<file path="src/rtl/life_pkg.sv">
// Shared types and helpers for the Game of Life engine.
// Cells are flattened row-major from the bottom-left corner.
package life_pkg;

  typedef enum logic [1:0] {
    IDLE = 2'd0,
    RUN  = 2'd1,
    HALT = 2'd2
  } state_t;

  localparam int NEIGH_W = 4;

  function automatic int cell_idx(input int x, input int y, input int w);
    return w * y + x;
  endfunction

endpackage

</file>
<file path="src/rtl/life_engine_if.sv">
// Control/pattern bus between the board I/O side (master) and the engine (slave).
interface life_engine_if #(
  parameter int W     = 8,
  parameter int H     = 8,
  parameter int GEN_W = 16
);
  logic             wrap;
  logic             load;
  logic [W*H-1:0]   load_pattern;
  logic             run;
  logic             step;
  logic [W*H-1:0]   cells;
  logic [GEN_W-1:0] generation;
  logic             step_done;
  logic             still;
  logic             extinct;
  logic             halted;

  modport master (
    output wrap, load, load_pattern, run, step,
    input  cells, generation, step_done, still, extinct, halted
  );

  modport slave (
    input  wrap, load, load_pattern, run, step,
    output cells, generation, step_done, still, extinct, halted
  );
endinterface

</file>
<file path="src/rtl/life_next_gen.sv">
// Combinational next-generation evaluator: one 8-neighbour counter and rule per cell.
// i_wrap selects toroidal edges; otherwise cells outside the grid count as dead.
module life_next_gen
  import life_pkg::*;
#(
  parameter int W = 8,
  parameter int H = 8
) (
  input  logic [W*H-1:0] i_cells,
  input  logic           i_wrap,
  output logic [W*H-1:0] o_next
);

  for (genvar y = 0; y < H; y++) begin : g_row
    for (genvar x = 0; x < W; x++) begin : g_col
      logic [NEIGH_W-1:0] w_count;

      always_comb begin
        int   nx;
        int   ny;
        logic in_range;
        // NOTE: every variable gets a value before any conditional use, so no latch is inferred.
        w_count  = '0;
        nx       = 0;
        ny       = 0;
        in_range = 1'b0;
        for (int dy = -1; dy <= 1; dy++) begin
          for (int dx = -1; dx <= 1; dx++) begin
            in_range = (x + dx >= 0) && (x + dx < W) && (y + dy >= 0) && (y + dy < H);
            nx       = (x + dx + W) % W;
            ny       = (y + dy + H) % H;
            if ((dx != 0 || dy != 0) && (i_wrap || in_range))
              w_count = w_count + NEIGH_W'(i_cells[cell_idx(nx, ny, W)]);
          end
        end
      end

      assign o_next[cell_idx(x, y, W)] = (w_count == NEIGH_W'(3)) ||
                                         ((w_count == NEIGH_W'(2)) && i_cells[cell_idx(x, y, W)]);
    end
  end

endmodule

</file>
<file path="src/rtl/life_engine.sv">
// Game of Life engine: load/step/run control, step-rate divider, generation counter
// and still-life/extinction detection with optional auto-halt.
module life_engine
  import life_pkg::*;
#(
  parameter int W             = 8,
  parameter int H             = 8,
  parameter int STEP_PERIOD   = 2**23,
  parameter int GEN_W         = 16,
  parameter int HALT_ON_STILL = 1
) (
  input  logic         clk,
  input  logic         rst_n,
  life_engine_if.slave bus
);

  localparam int N     = W * H;
  localparam int DIV_W = (STEP_PERIOD > 1) ? $clog2(STEP_PERIOD) : 1;

  logic [1:0]       r_rst_sync;
  logic             w_rst_n;
  state_t           r_state;
  state_t           w_state_nxt;
  logic [DIV_W-1:0] r_div;
  logic [N-1:0]     r_cells;
  logic [N-1:0]     w_next;
  logic [GEN_W-1:0] r_gen;
  logic             r_step_done;
  logic             r_still;
  logic             w_advance;
  logic             w_halt_eval;
  logic             w_div_run;
  logic             w_div_tc;
  logic             w_same;

  // Reset asserts immediately but releases two clean edges after rst_n rises.
  always_ff @(posedge clk or negedge rst_n) begin
    if (!rst_n) r_rst_sync <= 2'b00;
    else        r_rst_sync <= {r_rst_sync[0], 1'b1};
  end
  assign w_rst_n = r_rst_sync[1];

  life_next_gen #(.W(W), .H(H)) u_next_gen (
    .i_cells (r_cells),
    .i_wrap  (bus.wrap),
    .o_next  (w_next)
  );

  assign w_same   = (w_next == r_cells);
  assign w_div_tc = (r_div == DIV_W'(STEP_PERIOD - 1));

  always_comb begin
    w_state_nxt = r_state;
    w_advance   = 1'b0;
    w_halt_eval = 1'b0;
    w_div_run   = 1'b0;
    if (bus.load) begin
      w_state_nxt = IDLE;
    end else begin
      case (r_state)
        IDLE: begin
          if (bus.step)     w_advance   = 1'b1;
          else if (bus.run) w_state_nxt = RUN;
        end
        RUN: begin
          // Dropping run cancels any evaluation that was due this cycle.
          if (!bus.run) begin
            w_state_nxt = IDLE;
          end else begin
            w_div_run = 1'b1;
            if (w_div_tc) begin
              if ((HALT_ON_STILL != 0) && w_same) begin
                w_halt_eval = 1'b1;
                w_state_nxt = HALT;
              end else begin
                w_advance = 1'b1;
              end
            end
          end
        end
        HALT:    w_state_nxt = HALT;
        default: w_state_nxt = IDLE;
      endcase
    end
  end

  always_ff @(posedge clk or negedge w_rst_n) begin
    if (!w_rst_n) r_state <= IDLE;
    else          r_state <= w_state_nxt;
  end

  // NOTE: all sequential state uses non-blocking assignments so each flop samples pre-edge values.
  always_ff @(posedge clk or negedge w_rst_n) begin
    if (!w_rst_n) begin
      r_div       <= '0;
      r_cells     <= '0;
      r_gen       <= '0;
      r_step_done <= 1'b0;
      r_still     <= 1'b0;
    end else begin
      r_div       <= (w_div_run && !w_div_tc) ? r_div + 1'b1 : '0;
      r_step_done <= w_advance;
      if (bus.load) begin
        r_cells <= bus.load_pattern;
        r_gen   <= '0;
        r_still <= 1'b0;
      end else if (w_advance) begin
        r_cells <= w_next;
        r_gen   <= r_gen + 1'b1;
        r_still <= w_same;
      end else if (w_halt_eval) begin
        r_still <= 1'b1;
      end
    end
  end

  assign bus.cells      = r_cells;
  assign bus.generation = r_gen;
  assign bus.step_done  = r_step_done;
  assign bus.still      = r_still;
  assign bus.extinct    = ~|r_cells;
  assign bus.halted     = (r_state == HALT);

endmodule

</file>
<file path="src/flat_wrapper.sv">
// flat-port wrapper written by rule: the top's interface ports become plain ports
module life_engine_flat import life_pkg::*;
#(
  parameter int W             = 8,
  parameter int H             = 8,
  parameter int STEP_PERIOD   = 2**23,
  parameter int GEN_W         = 16,
  parameter int HALT_ON_STILL = 1
)
  (clk, rst_n, bus_wrap, bus_load, bus_load_pattern, bus_run, bus_step, bus_cells, bus_generation, bus_step_done, bus_still, bus_extinct, bus_halted);
  life_engine_if #(.W(W), .H(H), .GEN_W(GEN_W)) bus_i ();
  input  logic clk;
  input  logic rst_n;
  input wire logic [$bits(bus_i.wrap)-1:0] bus_wrap;
  input wire logic [$bits(bus_i.load)-1:0] bus_load;
  input wire logic [$bits(bus_i.load_pattern)-1:0] bus_load_pattern;
  input wire logic [$bits(bus_i.run)-1:0] bus_run;
  input wire logic [$bits(bus_i.step)-1:0] bus_step;
  output wire logic [$bits(bus_i.cells)-1:0] bus_cells;
  output wire logic [$bits(bus_i.generation)-1:0] bus_generation;
  output wire logic [$bits(bus_i.step_done)-1:0] bus_step_done;
  output wire logic [$bits(bus_i.still)-1:0] bus_still;
  output wire logic [$bits(bus_i.extinct)-1:0] bus_extinct;
  output wire logic [$bits(bus_i.halted)-1:0] bus_halted;
  assign bus_i.wrap = bus_wrap;
  assign bus_i.load = bus_load;
  assign bus_i.load_pattern = bus_load_pattern;
  assign bus_i.run = bus_run;
  assign bus_i.step = bus_step;
  assign bus_cells = bus_i.cells;
  assign bus_generation = bus_i.generation;
  assign bus_step_done = bus_i.step_done;
  assign bus_still = bus_i.still;
  assign bus_extinct = bus_i.extinct;
  assign bus_halted = bus_i.halted;
  life_engine #(.W(W), .H(H), .STEP_PERIOD(STEP_PERIOD), .GEN_W(GEN_W), .HALT_ON_STILL(HALT_ON_STILL)) u_core (.clk(clk), .rst_n(rst_n), .bus(bus_i));
endmodule
</file>
<file path="config.mk">
export PLATFORM = sky130hd
export DESIGN_NAME = life_engine_flat
export DESIGN_NICKNAME = d
export VERILOG_FILES = /design/src/rtl/life_pkg.sv /design/src/rtl/life_engine_if.sv /design/src/rtl/life_next_gen.sv /design/src/rtl/life_engine.sv /design/src/flat_wrapper.sv
export SDC_FILE = /design/constraint.sdc
export NUM_CORES = 1
export LEC_CHECK = 0
export ABC_CLOCK_PERIOD_IN_PS = 5380
export CORE_AREA = 3 3 184 186
export DETAILED_ROUTE_END_ITERATION = 12
export DIE_AREA = 0 0 187 189
export DONT_BUFFER_PORTS = 1
export PLACE_DENSITY_LB_ADDON = 0.25
export SETUP_SLACK_MARGIN = 0.02
export SYNTH_ARGS = -nofsm -noshare
export SYNTH_HDL_FRONTEND = slang
export SYNTH_HIERARCHICAL = 1
export SYNTH_SLANG_ARGS = --single-unit
export TNS_END_PERCENT = 30
</file>
<file path="constraint.sdc">
create_clock -name clk -period 5.38 [get_ports clk]
set_input_delay 0.538 -clock clk [delete_from_list [all_inputs] [get_ports clk]]
set_output_delay 0.538 -clock clk [all_outputs]
set_load 0.01 [all_outputs]
</file>
==> run metrics <==
Net count, final=between 3000 and 4000; top cells by area, synth=ha_1 20%, fa_1 20%, dfrtp_1 13%; Num CTS Buffers=9; worst slew pin tran=approximately 1.0 ns; dpl ws=-0.6399 ns; run status=finished, violations left; Top FF cell, synth=dfrtp_1; fill count=2250; relative slew slack=0.3048; final setup skew=0.01375 ns; Worst Path Max Fanout=32; Post-synth EDFFs=0; Hold Vio Cnt, Final=0; RSZ-0062 raised after global routing=yes; simple-gate share of the synthesized area=0.1726; Post-Synth Adder-Cell Area=0.3984; Clock Sinks=between 100 and 150; GR Util met2=0.6107; failing checks=negative setup slack; Die X=~190 µm; most frequent cell after synthesis=ha_1; Final Max Tran Viols=0; post-synthesis mux area share=0.02867; die height=189 µm; FMAX=between 150 and 200 MHz; CTS tree=done; GR peak layer=met2; Synth top area share=0.2025; initial antenna violation count=0; R2R depth=26; Max clock buf depth=2; final setup vio count=84; Period Utilization, post-route=1.105; Post-Route Setup TNS=-41.08 ns; routed wire length=~66 mm; dpl cell area=around 23000 µm²; kind of critical path=reg -> reg; Post-Syn Area=20950 µm²; met3 Use GR=0.06240; Arr. time, crit path=6.21 ns; core region area=roughly 32000 µm²; area grow syn2layout=17.09%; first-pass GRT wire length=just over 100 mm; M1 GR Usage=0.4513; CP endpoint kind=flop; Synth async-reset ratio=1.000; setup ws final=-0.5658 ns; top post-synthesis cells by count=339 x ha_1, 266 x inv_1, 246 x nand2_1; GP Congestion=0.9243; Ys Warns=6; GRT Resource Usage Total=0.3663; vias in the first global route=20000; synth unique cells=69; Final ANT Viol Nets=0; post-synthesis sequential area ratio=0.1302; Synth Area in XOR/XNOR=0.07568; largest net degree at the start of global routing=roughly 230; clk_lat worst skew=between 0.3 and 0.4 ns; syn nets=between 3000 and 4000; Root Driver=clkbuf_16; Rows=between 60 and 70; vias=a little under 20000; Port Buffers=0; largest family of logic cells by synthesized area=adder cells; Synth Area per Inst=between 8 and 9 µm²; Residual DRC=0; DR pass1 iterations=6; DR iter-0 viols=around 1500; Ant. Diodes=0; Die Area=approximately 35000 µm²; Post-Synthesis Cells=around 2400; Vias/cell=6.353; Worst-path clk slew=~0.10 ns; Compound-Gate Fraction of Synth Area=0.1303; cell type with the highest aggregate area in the netlist=ha_1; Hold WS=0.1369 ns; io pins=between 150 and 200; detailed placement HPWL=between 40 and 50 mm; Hold WC Path Type=reg -> async; H-tree level count=3; Starting Density=0.6455; Final Instance Area=~25000 µm²; number of synthesized register bits=approximately 110; total grt overflow=0; drt wl/cell=around 22 µm; share of layout cells above drive strength 1=0.1762; Worst Path Required=between 5 and 6 ns; type of origin of the critical path=flop; Tmin final=5.946 ns; # Max-Cap Violations=0
-- through the flow --
| step | util | instances |
|---|---|---|
| 2_1_floorplan | - | 2399 |
| 3_3_place_gp | 0.7124 | 3007 |
| 3_5_place_dp | 0.7124 | 3007 |
| 4_1_cts | 0.7440 | 3046 |
| 5_1_grt | 0.7558 | 3052 |
| 6_report | 0.7558 | 3052 |
-- final cells by class --
cell class / instances / area, µm² / share of cell area
Clock buffer: 9 / 225.2 / 0.009182
Clock inverter: 7 / 106.4 / 0.004336
Inverter: 267 / 1002 / 0.04086
Multi-Input combinational cell: 1949 / 17640 / 0.7192
Sequential cell: 109 / 2734 / 0.1115
Tap cell: 442 / 553.0 / 0.02255
Timing Repair Buffer: 269 / 2267 / 0.09243
-- flip-flops by register name, indices dropped and copies added (netlist names) --
register / flops
u_core/bus.cells: 64
u_core/bus.generation: 16
u_core/bus.step_done: 1
u_core/bus.still: 1
u_core/r_div: 23
u_core/r_rst_sync: 2
u_core/r_state: 2
-- metal layers --
| layer | up-vias | share of wire |
|---|---|---|
| met3 | 257 | 0.085 |
| met4 | 0 | 0.062 |
| met5 | - | 0 |
| li1 | 8628 | - |
| met1 | 9509 | 0.38 |
| met2 | 996 | 0.47 |
-- cells in the final DEF (no fill, tap or decap), types with 13 or more instances in the layout --
master / Yosys / layout
nand3_1: 90 / 90
nor2_1: 110 / 108
and2_1: 46 / 46
a31oi_1: 18 / 17
nand2_1: 246 / 221
inv_1: 266 / 261
ha_4: 0 / 18
o21ai_0: 92 / 83
o21a_1: 13 / 13
mux2_2: 27 / 24
dfrtp_1: 109 / 106
a21oi_1: 212 / 175
buf_4: 5 / 243
nor2b_1: 82 / 82
nand2b_1: 19 / 19
nor3_1: 14 / 14
mux2i_1: 24 / 22
nand3b_1: 14 / 14
xnor2_1: 119 / 109
nand2_2: 0 / 15
o211ai_1: 17 / 17
a21oi_2: 0 / 36
o211a_1: 36 / 36
fa_1: 205 / 202
nor4_1: 27 / 23
xor2_1: 51 / 51
nand4_1: 35 / 35
ha_1: 339 / 314
-- cell families (layout without fill, tap and decap cells) --
| logic type | after synthesis | count (layout) |
|---|---|---|
| AO/OA/AOI/OAI | 450 | 450 |
| XOR/XNOR | 174 | 174 |
| adder cells (fa/ha/maj) | 544 | 544 |
| buffers and inverters | 341 | 552 |
| flip-flops | 109 | 109 |
| multiplexers | 56 | 56 |
| other | 1 | 1 |
| AND/OR/NAND/NOR | 724 | 724 |
-- worst max-delay path, stage by stage, from the launching register on --
cell,delay (ns)
dfrtp_1,0.43
fa_1,0.48
mux2_4,0.28
ha_4,0.17
ha_4,0.27
ha_4,0.19
mux2_4,0.28
ha_4,0.27
nand2_2,0.05
nand2_2,0.10
ha_4,0.20
nand2_2,0.06
nand2_2,0.08
ha_4,0.27
o211ai_1,0.07
or3_1,0.40
a21oi_2,0.14
nand3b_1,0.18
xnor2_2,0.17
nand4_1,0.14
nor4_2,0.31
buf_4,0.18
nand4_1,0.14
a21o_2,0.39
buf_12,0.23
a21oi_1,0.24
a21oi_2,0.08
-- path summary, 6_finish.rpt --
path | start | endpoint | slack [ns]
max | u_core/bus.cells[55] | u_core/bus.cells[17] | -0.57
min | u_core/r_rst_sync[1] | u_core/bus.cells[21] | 0.14
max reg2reg | u_core/bus.cells[55] | u_core/bus.cells[17] | -0.57
min reg2reg | u_core/r_rst_sync[1] | u_core/bus.cells[21] | 0.14
max in group asynchronous | u_core/r_rst_sync[1] | u_core/bus.cells[49] | 4.10
min in group clk | bus_load | u_core/bus.step_done | 0.21
-- timing repair --
action	4_1_cts	5_1_grt
pin swaps	36	50
setup endpoints to repair	84	84
setup buffers	18	5
cloned	4	2
hold endpoints to repair	2	0
resized for setup	89	81
hold buffers	1	0
Power is left out: the tool's default activity adds up to more than one toggle a clock period on the data nets, which glitch-free logic cannot reach.
